`config.mk`:
```
export PLATFORM = sky130hd
export DESIGN_NAME = dtree_feeder
export DESIGN_NICKNAME = d
export VERILOG_FILES = /design/src/rtl/dtree_pkg.sv /design/src/rtl/dtree_feature_buf.sv /design/src/rtl/dtree_feeder.sv
export SDC_FILE = /design/constraint.sdc
export NUM_CORES = 1
export LEC_CHECK = 0
export CAP_MARGIN = 0
export CORE_MARGIN = 4
export CORE_UTILIZATION = 65
export CTS_CLUSTER_SIZE = 10
export DETAILED_ROUTE_END_ITERATION = 6
export DONT_BUFFER_PORTS = 1
export PLACE_DENSITY = 0.91
export SLEW_MARGIN = 30
export SYNTH_ARGS = -nofsm -noshare
export SYNTH_HDL_FRONTEND = slang
export SYNTH_SLANG_ARGS = --single-unit
```
`constraint.sdc`:
```
create_clock -name clk -period 3.5 [get_ports clk]
set_input_delay 0.7 -clock clk [delete_from_list [all_inputs] [get_ports clk]]
set_output_delay 0.7 -clock clk [all_outputs]
set_load 0.02 [all_outputs]
```
`src/rtl/dtree_pkg.sv`:
```
`default_nettype none
// ============================================================================
// Module      : dtree_pkg
// Description : Shared types and widths for the dtree feeder front end.
// Revision    : 1.0 - initial release
// ============================================================================
package dtree_pkg;

  // Result field widths, shared with the dtree classifier core
  localparam int LEVEL_WIDTH = 2;
  localparam int PATH_WIDTH  = 2;

  // Feeder sequencing states
  typedef enum logic [1:0] {
    ST_LOAD = 2'd0,
    ST_SEND = 2'd1,
    ST_WAIT = 2'd2,
    ST_EMIT = 2'd3
  } feeder_state_t;

  // Index width for an N-entry buffer; never narrower than one bit
  function automatic int idx_width(input int n);
    return (n > 1) ? $clog2(n) : 1;
  endfunction

endpackage
`default_nettype wire

```
`src/rtl/dtree_feature_buf.sv`:
```
`default_nettype none
// ============================================================================
// Module      : dtree_feature_buf
// Description : FEATURES x IN_WIDTH register file, synchronous write and
//               asynchronous read. Data is not reset.
// Revision    : 1.0 - initial release
// ============================================================================
module dtree_feature_buf #(
  parameter int FEATURES   = 3,
  parameter int IN_WIDTH   = 10,
  parameter int ADDR_WIDTH = 2
) (
  input  logic                  clk,
  input  logic                  we,
  input  logic [ADDR_WIDTH-1:0] waddr,
  input  logic [IN_WIDTH-1:0]   wdata,
  input  logic [ADDR_WIDTH-1:0] raddr,
  output logic [IN_WIDTH-1:0]   rdata
);

  logic [IN_WIDTH-1:0] r_mem [FEATURES];

  // Write one feature sample per enabled cycle
  always_ff @(posedge clk) begin
    if (we) begin
      r_mem[waddr] <= wdata;
    end
  end

  assign rdata = r_mem[raddr];

endmodule
`default_nettype wire

```
`src/rtl/dtree_feeder.sv`:
```
`default_nettype none
// ============================================================================
// Module      : dtree_feeder
// Description : Collects FEATURES upstream samples, replays them into dtree,
//               captures the level/path result and hands it downstream with
//               a running vector index. Flags unexpected dtree results.
// Revision    : 1.0 - initial release
// ============================================================================
module dtree_feeder
  import dtree_pkg::*;
#(
  parameter int FEATURES  = 3,
  parameter int IN_WIDTH  = 10,
  parameter int CNT_WIDTH = 16
) (
  input  logic                   clk,
  input  logic                   reset,
  input  logic                   in_valid,
  input  logic [IN_WIDTH-1:0]    in_sample,
  output logic                   in_ready,
  input  logic                   dt_ready,
  output logic                   dt_valid,
  output logic [IN_WIDTH-1:0]    dt_sample,
  input  logic [LEVEL_WIDTH-1:0] dt_level,
  input  logic [PATH_WIDTH-1:0]  dt_path,
  input  logic                   dt_out_valid,
  output logic                   res_valid,
  input  logic                   res_ready,
  output logic [LEVEL_WIDTH-1:0] res_level,
  output logic [PATH_WIDTH-1:0]  res_path,
  output logic [CNT_WIDTH-1:0]   res_index,
  output logic                   proto_err
);

  localparam int AW = idx_width(FEATURES);
  localparam logic [AW-1:0] c_last_idx = AW'(FEATURES - 1);

  feeder_state_t r_state;
  feeder_state_t w_next_state;
  logic [AW-1:0] r_wr_idx;
  logic [AW-1:0] r_rd_idx;
  logic          w_wr_fire;
  logic          w_rd_fire;

  dtree_feature_buf #(
    .FEATURES   (FEATURES),
    .IN_WIDTH   (IN_WIDTH),
    .ADDR_WIDTH (AW)
  ) u_buf (
    .clk   (clk),
    .we    (w_wr_fire),
    .waddr (r_wr_idx),
    .wdata (in_sample),
    .raddr (r_rd_idx),
    .rdata (dt_sample)
  );

  // State register
  always_ff @(posedge clk) begin
    if (reset) begin
      r_state <= ST_LOAD;
    end else begin
      r_state <= w_next_state;
    end
  end

  // Next-state and handshake decode; each handshake is a pure state decode
  always_comb begin
    w_next_state = r_state;
    in_ready     = 1'b0;
    dt_valid     = 1'b0;
    res_valid    = 1'b0;
    w_wr_fire    = 1'b0;
    w_rd_fire    = 1'b0;
    case (r_state)
      ST_LOAD: begin
        in_ready = 1'b1;
        if (in_valid) begin
          w_wr_fire = 1'b1;
          if (r_wr_idx == c_last_idx) w_next_state = ST_SEND;
        end
      end
      ST_SEND: begin
        dt_valid = 1'b1;
        if (dt_ready) begin
          w_rd_fire = 1'b1;
          if (r_rd_idx == c_last_idx) w_next_state = ST_WAIT;
        end
      end
      ST_WAIT: begin
        if (dt_out_valid) w_next_state = ST_EMIT;
      end
      ST_EMIT: begin
        res_valid = 1'b1;
        if (res_ready) w_next_state = ST_LOAD;
      end
      default: w_next_state = ST_LOAD;
    endcase
  end

  // Buffer indices, result capture, vector index and sticky error flag
  always_ff @(posedge clk) begin
    if (reset) begin
      r_wr_idx  <= '0;
      r_rd_idx  <= '0;
      res_level <= '0;
      res_path  <= '0;
      res_index <= '0;
      proto_err <= 1'b0;
    end else begin
      if (w_wr_fire) begin
        if (r_wr_idx == c_last_idx) begin
          // Vector complete: both indices restart for the replay
          r_wr_idx <= '0;
          r_rd_idx <= '0;
        end else begin
          r_wr_idx <= r_wr_idx + AW'(1);
        end
      end
      if (w_rd_fire) begin
        r_rd_idx <= (r_rd_idx == c_last_idx) ? '0 : r_rd_idx + AW'(1);
      end
      if (r_state == ST_WAIT && dt_out_valid) begin
        res_level <= dt_level;
        res_path  <= dt_path;
      end
      if (r_state == ST_EMIT && res_ready) begin
        res_index <= res_index + CNT_WIDTH'(1);
      end
      // A result outside WAIT is never captured, only flagged
      if (r_state != ST_WAIT && dt_out_valid) begin
        proto_err <= 1'b1;
      end
    end
  end

endmodule
`default_nettype wire

```
==> results.toml, run 1 <==
[floorplan]
die_h_um = 69.3
core_um2 = 3630
die_area_um2 = 4800
start_util_pct = 67.3
die_w_um = 69.3
row_count = 22
ios = 54

[placement]
pre_cts_ws_ps = 1400
gp_congestion = 0.806
port_buffers = 0
dp_cells = 258
post-dp-hpwl_mm = 2.95
dpl-instance-area_um2 = 2470

[synthesis]
yosysSeqAreaShare_pct = 60.6
synthTopCellsByCount = "30 x edfxtp_1, 29 x dfxtp_1, 22 x nand2_1"
yosysUniqueCellTypes = 32
syn_inst = 218
synth_edf_count = 30
synth_top_area_share_pct = 36.9
syn_nets = 245
syn_avg_cell_area_um2 = 11.2
synth_warnings = 0
synth_ff_type = "edfxtp_1"
yosysMostFrequentCell = "edfxtp_1"
async_flop_share_pct = 0
yosys.area.top_type = "edfxtp_1"
yosys-top-cells-area = "edfxtp_1 37%, dfxtp_1 24%, mux2i_1 4.1%"
synth_area_um2 = 2440
synth_seq_cells = 59

[worst_setup_path]
start_kind = "flop"
r2r_start = "r_state[0]"
crit_type = "flop to output port"
reg2reg_slack_ps = 1350
cp_num_cells = 2
worstPathArrival_ps = 1580
worstPathCellList = "mux2i_1 -> o21ai_1"
critPathSlowestCell = "dfxtp_1"
r2r_end = "res_index[15]"
crit_end = "dt_sample[5]"
end_kind = "output port"
crit_path_max_incr_delay_ps = 690
path_buf_inv = 0
crit_fanout = 10
required_ps = 2800
crit_family = "flip-flops"
rr_worst_depth = 5

[cells_and_area]
seqCellArea_um2 = 1480
area_delta_synth_final_pct = 10.4
nFillCells = 243
multiInputGateArea_um2 = 898
fin_util_pct = 74.3
final_area_um2 = 2700
fin_nets = 248
layout-drive-gt1-share_pct = 7.08
diodes = 0
final_cells = 274

[clock_network]
clk_pin_slew_ps = 60
cts_tree = "built"
h-tree-depth = 3
cts_repair_resize_count = 0
hold_buffers = 0
clock_latency_ps = 320
postCtsSetupBuffers = 0
numCtsBuffers = 9
cts_sinks = 59
cts_buffer_depth = 2
cts-root-buf = "clkbuf_8"

[timing]
tns_ps = 0
fin_crit_sh_pct = 65.1
hold_ws_ps = 441
rsz0062_at_grt = "false"
finalWorstSetupSlack_ps = 1220
finalHoldViolations = 0
report.final.slew_viol_count = 0
fmax_mhz = 439
finalSetupViolations = 0
slew_headroom_pct = 57.5
final.setup_skew_ps = 5.64
max_slew.worst_pin.slew_ps = 637
period_minus_slack_ps = 2280

[grt]
grt_pass1_wl_mm = 7.08
grt_max_degree = 30
antenna_found_initial = 0
grt_use_total_pct = 18.8
overflow = 0
grt_pass1_vias = 1593

[hold_path]
worstHoldStart = "reset"
hold_path.class = "input port to flop"

[routing]
drt_pre_antenna_iters = 4
drtAntennaViolNets = 0
drc = 0
wl_per_cell_um = 15.4
routed_via_density = 5.82
vias = 1596
drt_wl_total_mm = 4.23
drtIter0Drc = 63

[outcome]
status = "completed"

[job]
drv_cap = 0

[power]
finalPower_mw = 1.55
power.density_nw_per_um2 = 575
power_leakage_nw = 0.913
peakVddDrop_uv = 412
-- report_power, final --
part	internal, mW	leakage, nW	switching [mW]
Sequential	0.753	0.511	0.0118
Combinational	0.0236	0.290	0.0514
Clock	0.468	0.112	0.243
-- sequential cells by signal (all words and copies together), names as in the netlist, named ones only --
name and cells:
res_index 16, r_rd_idx 2, u_buf.r_mem 30, res_path 2, r_wr_idx 2, proto_err 1
r_state 2, res_level 2
-- how the worst min path moves through the flow --
stage | to | cells after the start
global placement | r_wr_idx[1] | 2
finish | res_level[0] | 1
detailed placement | r_wr_idx[1] | 2
floorplan | r_wr_idx[1] | 2
CTS | res_level[1] | 1
global route | res_level[1] | 1
-- layout make-up --
cell class,instances,area share (%)
well taps,48,2.23
multi-input cells,145,33.3
inverters,5,0.695
repair buffers,1,0.278
flip-flops and latches,59,54.9
clock inverters,6,3.89
clock buffers,10,4.73
-- layout by cell type, fill, tap and decap left out, types with 9 or more instances in the layout --
cell	count
nand2_1	22
o21ai_1	14
nor2_1	20
a21oi_1	16
edfxtp_1	30
clkbuf_8	9
mux2i_1	10
xor2_1	11
dfxtp_1	29
nand3_1	13
-- layer usage --
| metal | vias up | track usage [%] | routed length, um |
|---|---|---|---|
| met5 | - | 0 | 0 |
| met4 | 0 | 9.33 | 102 |
| met3 | 10 | 8.41 | 355 |
| met2 | 55 | 31.5 | 2110 |
| met1 | 751 | 20.1 | 1660 |
| li1 | 780 | - | - |
-- kinds of logic after synthesis --
group,synth area share (%)
multiplexers,4.10
adder cells (fa/ha/maj),3.58
AO/OA/AOI/OAI,8.30
buffers and inverters,2.61
flip-flops,60.6
XOR/XNOR,3.94
AND/OR/NAND/NOR,16.8
Power figures use the tool's default switching activity.
==> run 2, diff against run 1 <==
--- a/config.mk
+++ b/config.mk
@@ -7,11 +7,11 @@
 export LEC_CHECK = 0
 export CAP_MARGIN = 0
 export CORE_MARGIN = 4
-export CORE_UTILIZATION = 65
+export CORE_UTILIZATION = 56
 export CTS_CLUSTER_SIZE = 10
 export DETAILED_ROUTE_END_ITERATION = 6
 export DONT_BUFFER_PORTS = 1
-export PLACE_DENSITY = 0.91
+export PLACE_DENSITY = 0.84
 export SLEW_MARGIN = 30
 export SYNTH_ARGS = -nofsm -noshare
 export SYNTH_HDL_FRONTEND = slang
==> constraint.sdc (replaced) <==
create_clock -name clk -period 2.02 [get_ports clk]
set_input_delay 0.404 -clock clk [delete_from_list [all_inputs] [get_ports clk]]
set_output_delay 0.404 -clock clk [all_outputs]
set_load 0.02 [all_outputs]
==> run 2 against run 1 <==
Clock skew hardly changed. Global-route usage down 0.12 points. Combinational power up 85%. Clock power rose by 46%. Register-to-register slack lost 1100 ps. Largest cell class unchanged. Largest power group unchanged. Critical endpoint is now res_index[15]. Core utilization is 7.0 points lower. Sequential share of layout area fell by 1.4 points.
==> results.toml, run 2 (same netlist as run 1, synthesis figures left out) <==
[outcome]
status = "completed"

[worst_setup_path]
crit_fanout = 7
crit_family = "simple AND/OR/NAND/NOR gates"
crit_path_max_incr_delay_ps = 480
end_kind = "flop"
crit_type = "flop to flop"
critPathSlowestCell = "or4_1"
required_ps = 2280
worstPathCellList = "ha_1 -> and4_1 -> nand2_4 -> or4_1 -> a21oi_1"
rr_worst_depth = 5
worstPathArrival_ps = 2010
path_buf_inv = 0
start_kind = "flop"
cp_num_cells = 5

[grt]
grt_pass1_vias = 1603
grt_use_total_pct = 18.7
antenna_found_initial = 0
grt_max_degree = 30
grt_pass1_wl_mm = 7.46
overflow = 0

[clock_network]
cts_buffer_depth = 2
cts_repair_resize_count = 0
clk_pin_slew_ps = 60
h-tree-depth = 3
numCtsBuffers = 9
postCtsSetupBuffers = 0
cts_tree = "built"
cts_sinks = 59
hold_buffers = 0
clock_latency_ps = 330
cts-root-buf = "clkbuf_8"

[routing]
drc = 0
drtAntennaViolNets = 0
drt_pre_antenna_iters = 4
drtIter0Drc = 89
routed_via_density = 5.64
vias = 1635
wl_per_cell_um = 15.8
drt_wl_total_mm = 4.59

[floorplan]
die_area_um2 = 5480
row_count = 23
core_um2 = 4120
die_w_um = 74.1
ios = 54
start_util_pct = 59.4
die_h_um = 74.1

[hold_path]
hold_depth = 1
hold_path.class = "input port to flop"

[timing]
report.final.slew_viol_count = 0
finalSetupViolations = 0
tns_ps = 0
final.setup_skew_ps = 5.22
hold_ws_ps = 136
fin_crit_sh_pct = 86.4
slew_headroom_pct = 69.7
fmax_mhz = 573
max_slew.worst_pin.slew_ps = 452
finalHoldViolations = 0
rsz0062_at_grt = "false"
period_minus_slack_ps = 1750

[cells_and_area]
final_cells = 290
diodes = 0
reg_top3 = "u_buf.r_mem: 30 flops, res_index: 16 flops"
regMostFlops = "u_buf.r_mem"
fin_nets = 262
final_cell_mix = "30 x edfxtp_1, 29 x dfxtp_1, 22 x nand2_1, 20 x nor2_1, 16 x a21oi_1"
area_delta_synth_final_pct = 13.3
final_common_cell = "edfxtp_1"
layout-drive-gt1-share_pct = 13.3
nFillCells = 307
largest_reg_flops = 30

[power]
power.density_nw_per_um2 = 903
peakVddDrop_uv = 552
power_leakage_nw = 0.977

[job]
drv_cap = 0

[placement]
gp_congestion = 0.767
post-dp-hpwl_mm = 3.13
dp_cells = 274
port_buffers = 0
## run 2: worst reg2reg max path: stages (launching register included)
cell     delay (ps)
dfxtp_1         410
ha_1            190
and4_1          350
nand2_4         100
or4_1           480
a21oi_1         150
## run 2: layer usage
metal,track usage [%],part of all wire (%),up-vias,wire (um)
met3,9.05,7.6,12,349
met2,29.0,48,39,2190
li1,-,-,817,-
met4,10.5,2.8,0,127
met1,21.1,42,767,1920
met5,0,0,-,0
## run 2: power breakdown
group | leakage [nW] | internal, mW | total (mW) | switching (mW)
Clock | 0.0991 | 0.596 | 1.04 | 0.441
Combinational | 0.366 | 0.0426 | 0.139 | 0.0963
Sequential | 0.511 | 1.31 | 1.32 | 0.0177
Total | 0.977 | 1.94 | 2.50 | 0.555
## run 2: final cells by class
type / instances / area [um^2] / area share, %
Clock buffer: 11 / 141 / 5.11
Multi-Input combinational cell: 145 / 898 / 32.5
Inverter: 5 / 18.8 / 0.678
Clock inverter: 5 / 52.6 / 1.90
Timing Repair Buffer: 15 / 113 / 4.07
Sequential cell: 59 / 1480 / 53.5
Tap cell: 50 / 62.6 / 2.26
## run 2: final timing paths
path | from | to | slack [ps]
setup / recovery | r_state[0] | res_index[15] | 270
hold / removal | reset | res_index[1] | 140
setup reg to reg | r_state[0] | res_index[15] | 270
hold reg to reg | r_state[1] | r_state[1] | 520
## run 2: stage by stage
step | area [um^2] | total power [mW] | utilization (%) | setup WS, ps
3_3_place_gp | 2570 | 1.48 | 62.5 | 345
3_5_place_dp | 2570 | 1.49 | 62.5 | 292
4_1_cts | 2770 | 2.52 | 67.3 | 243
2_1_floorplan | 2440 | 1.46 | - | 126
5_1_grt | 2770 | 2.61 | 67.3 | 121
6_report | 2770 | 2.50 | 67.3 | 275
